`config.mk`:
```
export PLATFORM = sky130hd
export DESIGN_NAME = fib_caller_flat
export DESIGN_NICKNAME = d
export VERILOG_FILES = /design/src/rtl/fib_caller_if.sv /design/src/rtl/fib_caller.sv /design/src/flat_wrapper.sv
export SDC_FILE = /design/constraint.sdc
export NUM_CORES = 1
export LEC_CHECK = 0
export CAP_MARGIN = 30
export CORE_MARGIN = 3
export CORE_UTILIZATION = 41
export DETAILED_ROUTE_END_ITERATION = 7
export GPL_TIMING_DRIVEN = 0
export PLACE_DENSITY = 0.77
export RECOVER_POWER = 25
export SETUP_SLACK_MARGIN = 0.4
export SYNTH_ARGS = -nofsm -noshare
export SYNTH_HDL_FRONTEND = slang
export SYNTH_SLANG_ARGS = --single-unit
```
`constraint.sdc`:
```
create_clock -name __func_clock -period 3.5 [get_ports __func_clock]
set_clock_uncertainty 0.1 [all_clocks]
set_input_delay 0.7 -clock __func_clock [delete_from_list [all_inputs] [get_ports __func_clock]]
set_output_delay 0.7 -clock __func_clock [all_outputs]
set_load 0.01 [all_outputs]
```
`src/rtl/fib_caller_if.sv`:
```
// Signal bundle for fib_caller: request stream, response stream and the fib callee
// call handshake. The master modport is the caller's view; slave is everything around it.
interface fib_caller_if #(
  parameter int CW = 16
);
  logic               req_valid;
  logic               req_ready;
  logic signed [31:0] req_n;

  logic               rsp_valid;
  logic               rsp_ready;
  logic        [31:0] rsp_result;
  logic      [CW-1:0] rsp_cycles;
  logic               rsp_err;

  logic               fib_start;
  logic signed [31:0] fib_args_n;
  logic               fib_ready;
  logic               fib_done;
  logic        [31:0] fib_result;

  modport master (
    input  req_valid, req_n, rsp_ready, fib_ready, fib_done, fib_result,
    output req_ready, rsp_valid, rsp_result, rsp_cycles, rsp_err, fib_start, fib_args_n
  );

  modport slave (
    output req_valid, req_n, rsp_ready, fib_ready, fib_done, fib_result,
    input  req_ready, rsp_valid, rsp_result, rsp_cycles, rsp_err, fib_start, fib_args_n
  );
endinterface

```
`src/rtl/fib_caller.sv`:
```
// Issues one fib callee call per accepted request and returns result, latency and a
// timeout flag. One call outstanding; every output comes straight from a flop.
module fib_caller #(
  parameter int CW      = 16,
  parameter int TIMEOUT = 0
) (
  input  logic         __func_clock,
  input  logic         __func_reset,
  fib_caller_if.master bus
);

  typedef enum logic [2:0] {
    S_IDLE,
    S_ISSUE,
    S_BUSY,
    S_RESP,
    S_DRAIN
  } state_t;

  localparam logic [CW-1:0] CNT_MAX = {CW{1'b1}};
  localparam logic [CW-1:0] TO_LAST = CW'(TIMEOUT - 1);
  localparam bit            TO_EN   = (TIMEOUT != 0);

  state_t        state, state_nxt;
  logic [CW-1:0] cnt, cnt_nxt, cnt_inc;

  logic          req_ready_q, req_ready_nxt;
  logic          rsp_valid_q, rsp_valid_nxt;
  logic          rsp_err_q, rsp_err_nxt;
  logic          fib_start_q, fib_start_nxt;
  logic   [31:0] fib_args_n_q, fib_args_n_nxt;
  logic   [31:0] rsp_result_q, rsp_result_nxt;
  logic [CW-1:0] rsp_cycles_q, rsp_cycles_nxt;

  logic          complete;
  logic          timeout_hit;

  assign cnt_inc  = (cnt == CNT_MAX) ? cnt : cnt + CW'(1);

  // A sticky done from a previous call must not count, so completion is BUSY-only.
  assign complete = (state == S_BUSY) && bus.fib_ready && bus.fib_done;

  assign timeout_hit = TO_EN && ((state == S_ISSUE) || (state == S_BUSY)) &&
                       (cnt == TO_LAST) && !complete;

  always_comb begin
    // NOTE: every combinational output gets a default before the case so no path
    // leaves it unassigned, which would otherwise infer a latch.
    state_nxt      = state;
    cnt_nxt        = cnt;
    rsp_valid_nxt  = rsp_valid_q;
    rsp_err_nxt    = rsp_err_q;
    fib_start_nxt  = fib_start_q;
    fib_args_n_nxt = fib_args_n_q;
    rsp_result_nxt = rsp_result_q;
    rsp_cycles_nxt = rsp_cycles_q;

    case (state)
      S_IDLE: begin
        if (bus.req_valid && req_ready_q) begin
          fib_args_n_nxt = bus.req_n;
          cnt_nxt        = '0;
          fib_start_nxt  = 1'b1;
          state_nxt      = S_ISSUE;
        end
      end

      S_ISSUE, S_BUSY: begin
        cnt_nxt = cnt_inc;
        if (complete) begin
          rsp_result_nxt = bus.fib_result;
          rsp_err_nxt    = 1'b0;
          rsp_cycles_nxt = cnt_inc;
          rsp_valid_nxt  = 1'b1;
          state_nxt      = S_RESP;
        end else if (timeout_hit) begin
          rsp_result_nxt = '0;
          rsp_err_nxt    = 1'b1;
          rsp_cycles_nxt = cnt_inc;
          rsp_valid_nxt  = 1'b1;
          fib_start_nxt  = 1'b0;
          state_nxt      = S_RESP;
        end else if ((state == S_ISSUE) && !bus.fib_ready) begin
          // Callee left its wait state: the start has been taken.
          fib_start_nxt = 1'b0;
          state_nxt     = S_BUSY;
        end
      end

      S_RESP: begin
        if (bus.rsp_ready) begin
          rsp_valid_nxt = 1'b0;
          state_nxt     = rsp_err_q ? S_DRAIN : S_IDLE;
        end
      end

      S_DRAIN: begin
        // The abandoned call must finish before a new start can be judged accepted.
        if (bus.fib_ready) begin
          state_nxt = S_IDLE;
        end
      end

      default: begin
        state_nxt = S_IDLE;
      end
    endcase

    req_ready_nxt = (state_nxt == S_IDLE);
  end

  always_ff @(posedge __func_clock or posedge __func_reset) begin
    if (__func_reset) begin
      state        <= S_IDLE;
      cnt          <= '0;
      req_ready_q  <= 1'b0;
      rsp_valid_q  <= 1'b0;
      rsp_err_q    <= 1'b0;
      fib_start_q  <= 1'b0;
      fib_args_n_q <= '0;
      rsp_result_q <= '0;
      rsp_cycles_q <= '0;
    end else begin
      // NOTE: non-blocking assignments so every flop samples pre-edge values.
      state        <= state_nxt;
      cnt          <= cnt_nxt;
      req_ready_q  <= req_ready_nxt;
      rsp_valid_q  <= rsp_valid_nxt;
      rsp_err_q    <= rsp_err_nxt;
      fib_start_q  <= fib_start_nxt;
      fib_args_n_q <= fib_args_n_nxt;
      rsp_result_q <= rsp_result_nxt;
      rsp_cycles_q <= rsp_cycles_nxt;
    end
  end

  assign bus.req_ready  = req_ready_q;
  assign bus.rsp_valid  = rsp_valid_q;
  assign bus.rsp_err    = rsp_err_q;
  assign bus.fib_start  = fib_start_q;
  assign bus.fib_args_n = fib_args_n_q;
  assign bus.rsp_result = rsp_result_q;
  assign bus.rsp_cycles = rsp_cycles_q;

endmodule

```
`src/flat_wrapper.sv`:
```
// flat-port wrapper written by rule: the top's interface ports become plain ports
module fib_caller_flat 
#(
  parameter int CW      = 16,
  parameter int TIMEOUT = 0
)
  (__func_clock, __func_reset, bus_req_valid, bus_req_n, bus_rsp_ready, bus_fib_ready, bus_fib_done, bus_fib_result, bus_req_ready, bus_rsp_valid, bus_rsp_result, bus_rsp_cycles, bus_rsp_err, bus_fib_start, bus_fib_args_n);
  fib_caller_if #(.CW(CW)) bus_i ();
  input  logic __func_clock;
  input  logic __func_reset;
  input wire logic [$bits(bus_i.req_valid)-1:0] bus_req_valid;
  input wire logic [$bits(bus_i.req_n)-1:0] bus_req_n;
  input wire logic [$bits(bus_i.rsp_ready)-1:0] bus_rsp_ready;
  input wire logic [$bits(bus_i.fib_ready)-1:0] bus_fib_ready;
  input wire logic [$bits(bus_i.fib_done)-1:0] bus_fib_done;
  input wire logic [$bits(bus_i.fib_result)-1:0] bus_fib_result;
  output wire logic [$bits(bus_i.req_ready)-1:0] bus_req_ready;
  output wire logic [$bits(bus_i.rsp_valid)-1:0] bus_rsp_valid;
  output wire logic [$bits(bus_i.rsp_result)-1:0] bus_rsp_result;
  output wire logic [$bits(bus_i.rsp_cycles)-1:0] bus_rsp_cycles;
  output wire logic [$bits(bus_i.rsp_err)-1:0] bus_rsp_err;
  output wire logic [$bits(bus_i.fib_start)-1:0] bus_fib_start;
  output wire logic [$bits(bus_i.fib_args_n)-1:0] bus_fib_args_n;
  assign bus_i.req_valid = bus_req_valid;
  assign bus_i.req_n = bus_req_n;
  assign bus_i.rsp_ready = bus_rsp_ready;
  assign bus_i.fib_ready = bus_fib_ready;
  assign bus_i.fib_done = bus_fib_done;
  assign bus_i.fib_result = bus_fib_result;
  assign bus_req_ready = bus_i.req_ready;
  assign bus_rsp_valid = bus_i.rsp_valid;
  assign bus_rsp_result = bus_i.rsp_result;
  assign bus_rsp_cycles = bus_i.rsp_cycles;
  assign bus_rsp_err = bus_i.rsp_err;
  assign bus_fib_start = bus_i.fib_start;
  assign bus_fib_args_n = bus_i.fib_args_n;
  fib_caller #(.CW(CW), .TIMEOUT(TIMEOUT)) u_core (.__func_clock(__func_clock), .__func_reset(__func_reset), .bus(bus_i));
endmodule
```
* Word level (Yosys, flattened, before mapping)
Cells that the tools add are included.
** Cells by class
- Add/subtract/negate cells :: 1
- Eq/ne operators :: 10
- Mux-type cells :: 16
- Reductions and logical operators :: 15
** Operators by type and width (number)
- $mux 16 :: 2
- $pmux 16 s2 :: 1
- $add 16x1->16 const B :: 1
- $eq 16x16->1 const B :: 1
- $mux 3 :: 5
- $pmux 3 s4 :: 1
- $eq 3x2->1 const B :: 2
- $logic_not 3->1 :: 2
- $ne 2x1->1 const B :: 3
- $reduce_and 2->1 :: 3
- $mux 1 :: 5
- $logic_and 1x1->1 :: 4
- $ne 2x2->1 const B :: 2
- $pmux 1 s2 :: 2
- $reduce_and 4->1 :: 1
- $reduce_bool 2->1 :: 2
- $eq 3x1->1 const B :: 1
- $eq 3x3->1 const B :: 1
- $reduce_and 3->1 :: 1
- $reduce_or 2->1 :: 1
- $logic_not 1->1 :: 1
** Word-level totals
- Bits in registers :: 102
- Logic and storage cells :: 50

* Depth between registers and ports, before layout
- Depth after elaboration :: 6
- Mapped depth :: 7
- Depth with buffers taken out :: 6

* Least setup slack after synthesis
Ideal clock, no wire load.
- Path kind :: register -> register
- Start point :: reg u_core.cnt[0]
- End point :: reg u_core.cnt[0]
- Arrival :: 1839 ps
- Data required time :: 3275 ps
- Slack :: 1436 ps
- Cell stages (with the launch flop) :: 7
- Buffers on the path :: 1
- Cell sequence :: dfrtp_1 ha_1 nand4_1 or4_4 and2_4 buf_6 mux2_2
** On the way
- Word-level cells in the longest chain between the ends :: 3
- Elaborated cells on any way between the ends :: 4
- Those cells by class :: add/sub (1); eq/ne (1); mux (2)
** RTL lines
- start, declared :: RTL line fib_caller.sv:25 : logic [CW-1:0] cnt, cnt_nxt, cnt_inc;
- start signal, assigned :: RTL line fib_caller.sv:126 : cnt <= cnt_nxt;
- $add 16x1->16 or $eq 16x16->1 (tied branches) :: RTL line fib_caller.sv:38 : assign cnt_inc = (cnt == CNT_MAX) ? cnt : cnt + CW'(1);
- $mux 16 * :: RTL line fib_caller.sv:38
- $pmux 16 s2 * :: RTL line fib_caller.sv:58 : case (state)
Every way passes the cells marked *; elsewhere a longest branch is shown, timed or not.
A chain may end at the register's enable or synchronous reset.

* Worst setup path in the final report
- Start point :: in bus_req_valid
- End point :: reg u_core.fib_args_n_q[22], in the netlist u_core.bus.fib_args_n[22]
** On the way
- Word-level cells in the longest chain between the ends :: 2
** RTL lines
- start, declared :: RTL line flat_wrapper.sv:11 : input wire logic [$bits(bus_i.req_valid)-1:0] bus_req_valid;
- $logic_and 1x1->1 :: RTL line fib_caller.sv:60 : if (bus.req_valid && req_ready_q) begin
- $reduce_and 2->1 (no source line)
- end signal, assigned :: RTL line fib_caller.sv:131 : fib_args_n_q <= fib_args_n_nxt;
- end, declared :: RTL line fib_caller.sv:31 : logic [31:0] fib_args_n_q, fib_args_n_nxt;
Every way passes these cells.

==> flow_summary.ini <==
[timing]
setup_viol = 0
finalCritPeriodShare_pct = 70.0
slew_headroom_pct = -8.52
hold_slack_ns = 0.385
fin_crit_ns = 2.45
hold_viol = 0
fin_tns_setup_ns = 0
fmax_ghz = 0.408
max_slew.worst_pin.slew_ns = 1.62
rsz0062_at_grt = no
drv_slew = 33

[layout]
final_util_pct = 61.0
nets = 658
area_growth_pct = 43.9
layout_commonest_cell = clkdlybuf4s50_1
drive_gt1_share_pct = 12.8
final_cell_mix = 150 x clkdlybuf4s50_1, 125 x nand2_1, 102 x dfrtp_1
seq_area_mm2 = 0.00255
insertedDiodeCount = 0
multi_input_area_mm2 = 0.00173
num-fill-cells = 874

[synth]
synth_cell_types = 47
yosys.area.top_type = dfrtp_1
synthFlopType = dfrtp_1
yosys_warnings = 0
postSynthAreaPerCell_um2 = 10.5
yosys-top-cells-area = dfrtp_1 58%, nand2_1 11%, mux2_2 8.7%
synthArstFlopShare_pct = 100
synth_edf_count = 0
syn-num-nets = 493
ys_seq_area_share_pct = 57.8
synth.ff_latch_count = 102
netlist_area_mm2 = 0.00442
synth_top_area_share_pct = 57.8
synth_cells = 422

[critical_path]
worst_ep_required_time_ns = 3.66
crit_chain = clkdlybuf4s50_1, nand2_1, nor4_2, buf_2, mux2_2
cp_max_fo = 10
slowest_stage = nor4_2
cp-end-kind = flip-flop
arrival_ns = 2.61
r2r-start = u_core.cnt[0]
max_stage_delay_ns = 0.60
crit_path_start = bus_req_valid
crit_type = primary input to flip-flop
startpoint_type = primary input

[cts]
ctsResizeCount = 0
post-cts-setup-buffers = 0
cts_tree = yes
cts_sinks = 102
htreeDepth = 3
cts-root-buf = clkbuf_8
cts_buffer_depth = 2
cts_hold_buf = 0
cts_buffers = 9
clock_latency_ns = 0.37
clk_pin_slew_ns = 0.10

[drt]
drt_iter0_drc = 262
vias_per_cell = 5.08
wl_um = 11200
firstDrtPassIters = 4
num_vias = 3701
drcViolationCount = 0
ant_nets = 0
wl_per_cell_um = 15.3

[power_and_ir_drop]
vdd_drop_max_uv = 355
switching_share_pct = 35.2
powerDensity_mw_per_mm2 = 804
leakagePower_nw = 2.80
combPwrFrac_pct = 45.9
p_clk_share_pct = 15.1
finalPower_mw = 5.11
p_int_mw = 3.31
p_seq_share_pct = 39.0
p_switching_mw = 1.80

[hold_path]
min_from = u_core.bus.rsp_result[17]
min-delay-path-class = flip-flop to flip-flop

[placed_design]
gp_congestion = 0.864
hpwlAfterDp_um = 8360
io_buffers = 152

[global_routing]
antenna_found_initial = 0
grt_usage_pct = 18.1
gr-total-overflow = 0
grt_pass1_vias = 3609
grt_pass1_wl_um = 17200
grt_max_degree = 38

[floorplan]
fp.coreArea_mm2 = 0.0104
die_height_um = 110
io_pins = 154
placementRows = 37
die_area_mm2 = 0.0121
initial_core_util_pct = 42.4
die_x_um = 110

[job]
max_cap_viol_count = 1

[outcome]
violations = max-capacitance violations, max-slew violations
outcome = finished, violations left
## final cells by class
class                      instances  share of cell area, %
clock inverter                     7                   1.28
multi-input combinational        292                   27.2
buffer                            24                   1.85
tap                              136                   2.68
sequential                       102                   40.2
timing repair buffer             154                   24.6
clock buffer                       9                   1.95
inverter                           4                  0.256
## routing by layer
layer / vias up / routed length (um) / GRT usage (%)
li1: 1773 / - / -
met5: - / 0 / 0
met3: 21 / 754 / 3.76
met1: 1778 / 4780 / 23.0
met4: 0 / 244 / 6.32
met2: 129 / 5390 / 30.5
## synthesized netlist by cell type, drive strengths merged (3+ instances only)
| master | n |
|---|---|
| xnor2 | 4 |
| inv | 4 |
| nand2b | 3 |
| xor2 | 5 |
| a31oi | 11 |
| and3 | 7 |
| and4 | 4 |
| a311oi | 4 |
| nand4 | 5 |
| clkbuf | 13 |
| nand2 | 125 |
| o21ai | 24 |
| dfrtp | 102 |
| o31ai | 5 |
| mux2i | 3 |
| a21oi | 10 |
| mux2 | 34 |
| nand3 | 11 |
| buf | 11 |
| nor2 | 15 |
## cell families (layout without fill, tap and decap cells)
kind of cell / count (synthesis) / in the layout / synth area share [%]
flops: 102 / 102 / 57.8
other cells: 1 / 1 / 0.0849
compound gates: 63 / 63 / 9.49
mux: 37 / 37 / 9.35
buf+inv: 28 / 198 / 3.00
simple gates: 181 / 181 / 18.2
fa+ha+maj: 1 / 1 / 0.283
xor+xnor: 9 / 9 / 1.78
## power by group through the flow
| stage | clock network, mW | registers, mW | logic (mW) |
|---|---|---|---|
| after floorplan | 0 | 2.19 | 0.915 |
| final | 0.771 | 1.99 | 2.35 |
| after detailed placement | 0 | 2.02 | 2.37 |
| after CTS | 0.795 | 1.99 | 2.38 |
| after global placement | 0 | 1.98 | 2.31 |
| after global routing | 0.837 | 2.05 | 2.57 |
## critical path, delay by kind of cell
| family | cells | cell delay (ns) |
|---|---|---|
| buf+inv | 2 | 0.84 |
| simple gates | 2 | 0.68 |
| mux | 1 | 0.37 |
## per-stage QoR
| stage | worst slack [ns] | std cells | area [um2] |
|---|---|---|---|
| after floorplan | 1.44 | 422 | 4420 |
| after global placement | 0.466 | 710 | 6110 |
| after detailed placement | 0.663 | 712 | 6150 |
| after CTS | 1.07 | 728 | 6360 |
| after global routing | 0.972 | 728 | 6350 |
| final | 1.05 | 728 | 6350 |
## registers in the layout, summed over array words and instances (netlist names)
signal                 cells
u_core.state               3
u_core.bus.fib_args_n     32
u_core.bus.req_ready       1
u_core.cnt                16
u_core.bus.rsp_cycles     16
u_core.bus.fib_start       1
u_core.bus.rsp_valid       1
u_core.bus.rsp_result     32
## final timing paths
path | end | slack [ns] | depth (start not counted)
hold / removal | u_core.bus.rsp_result[17] | 0.39 | 2
setup / recovery | u_core.bus.fib_args_n[22] | 1.05 | 5
min in group asynchronous | u_core.bus.fib_args_n[18] | 1.07 | 2
hold reg to reg | u_core.bus.rsp_result[17] | 0.39 | 2
setup reg to reg | u_core.cnt[0] | 1.19 | 6
max in group asynchronous | u_core.bus.rsp_result[3] | 1.43 | 3
Power figures use the tool's default switching activity.
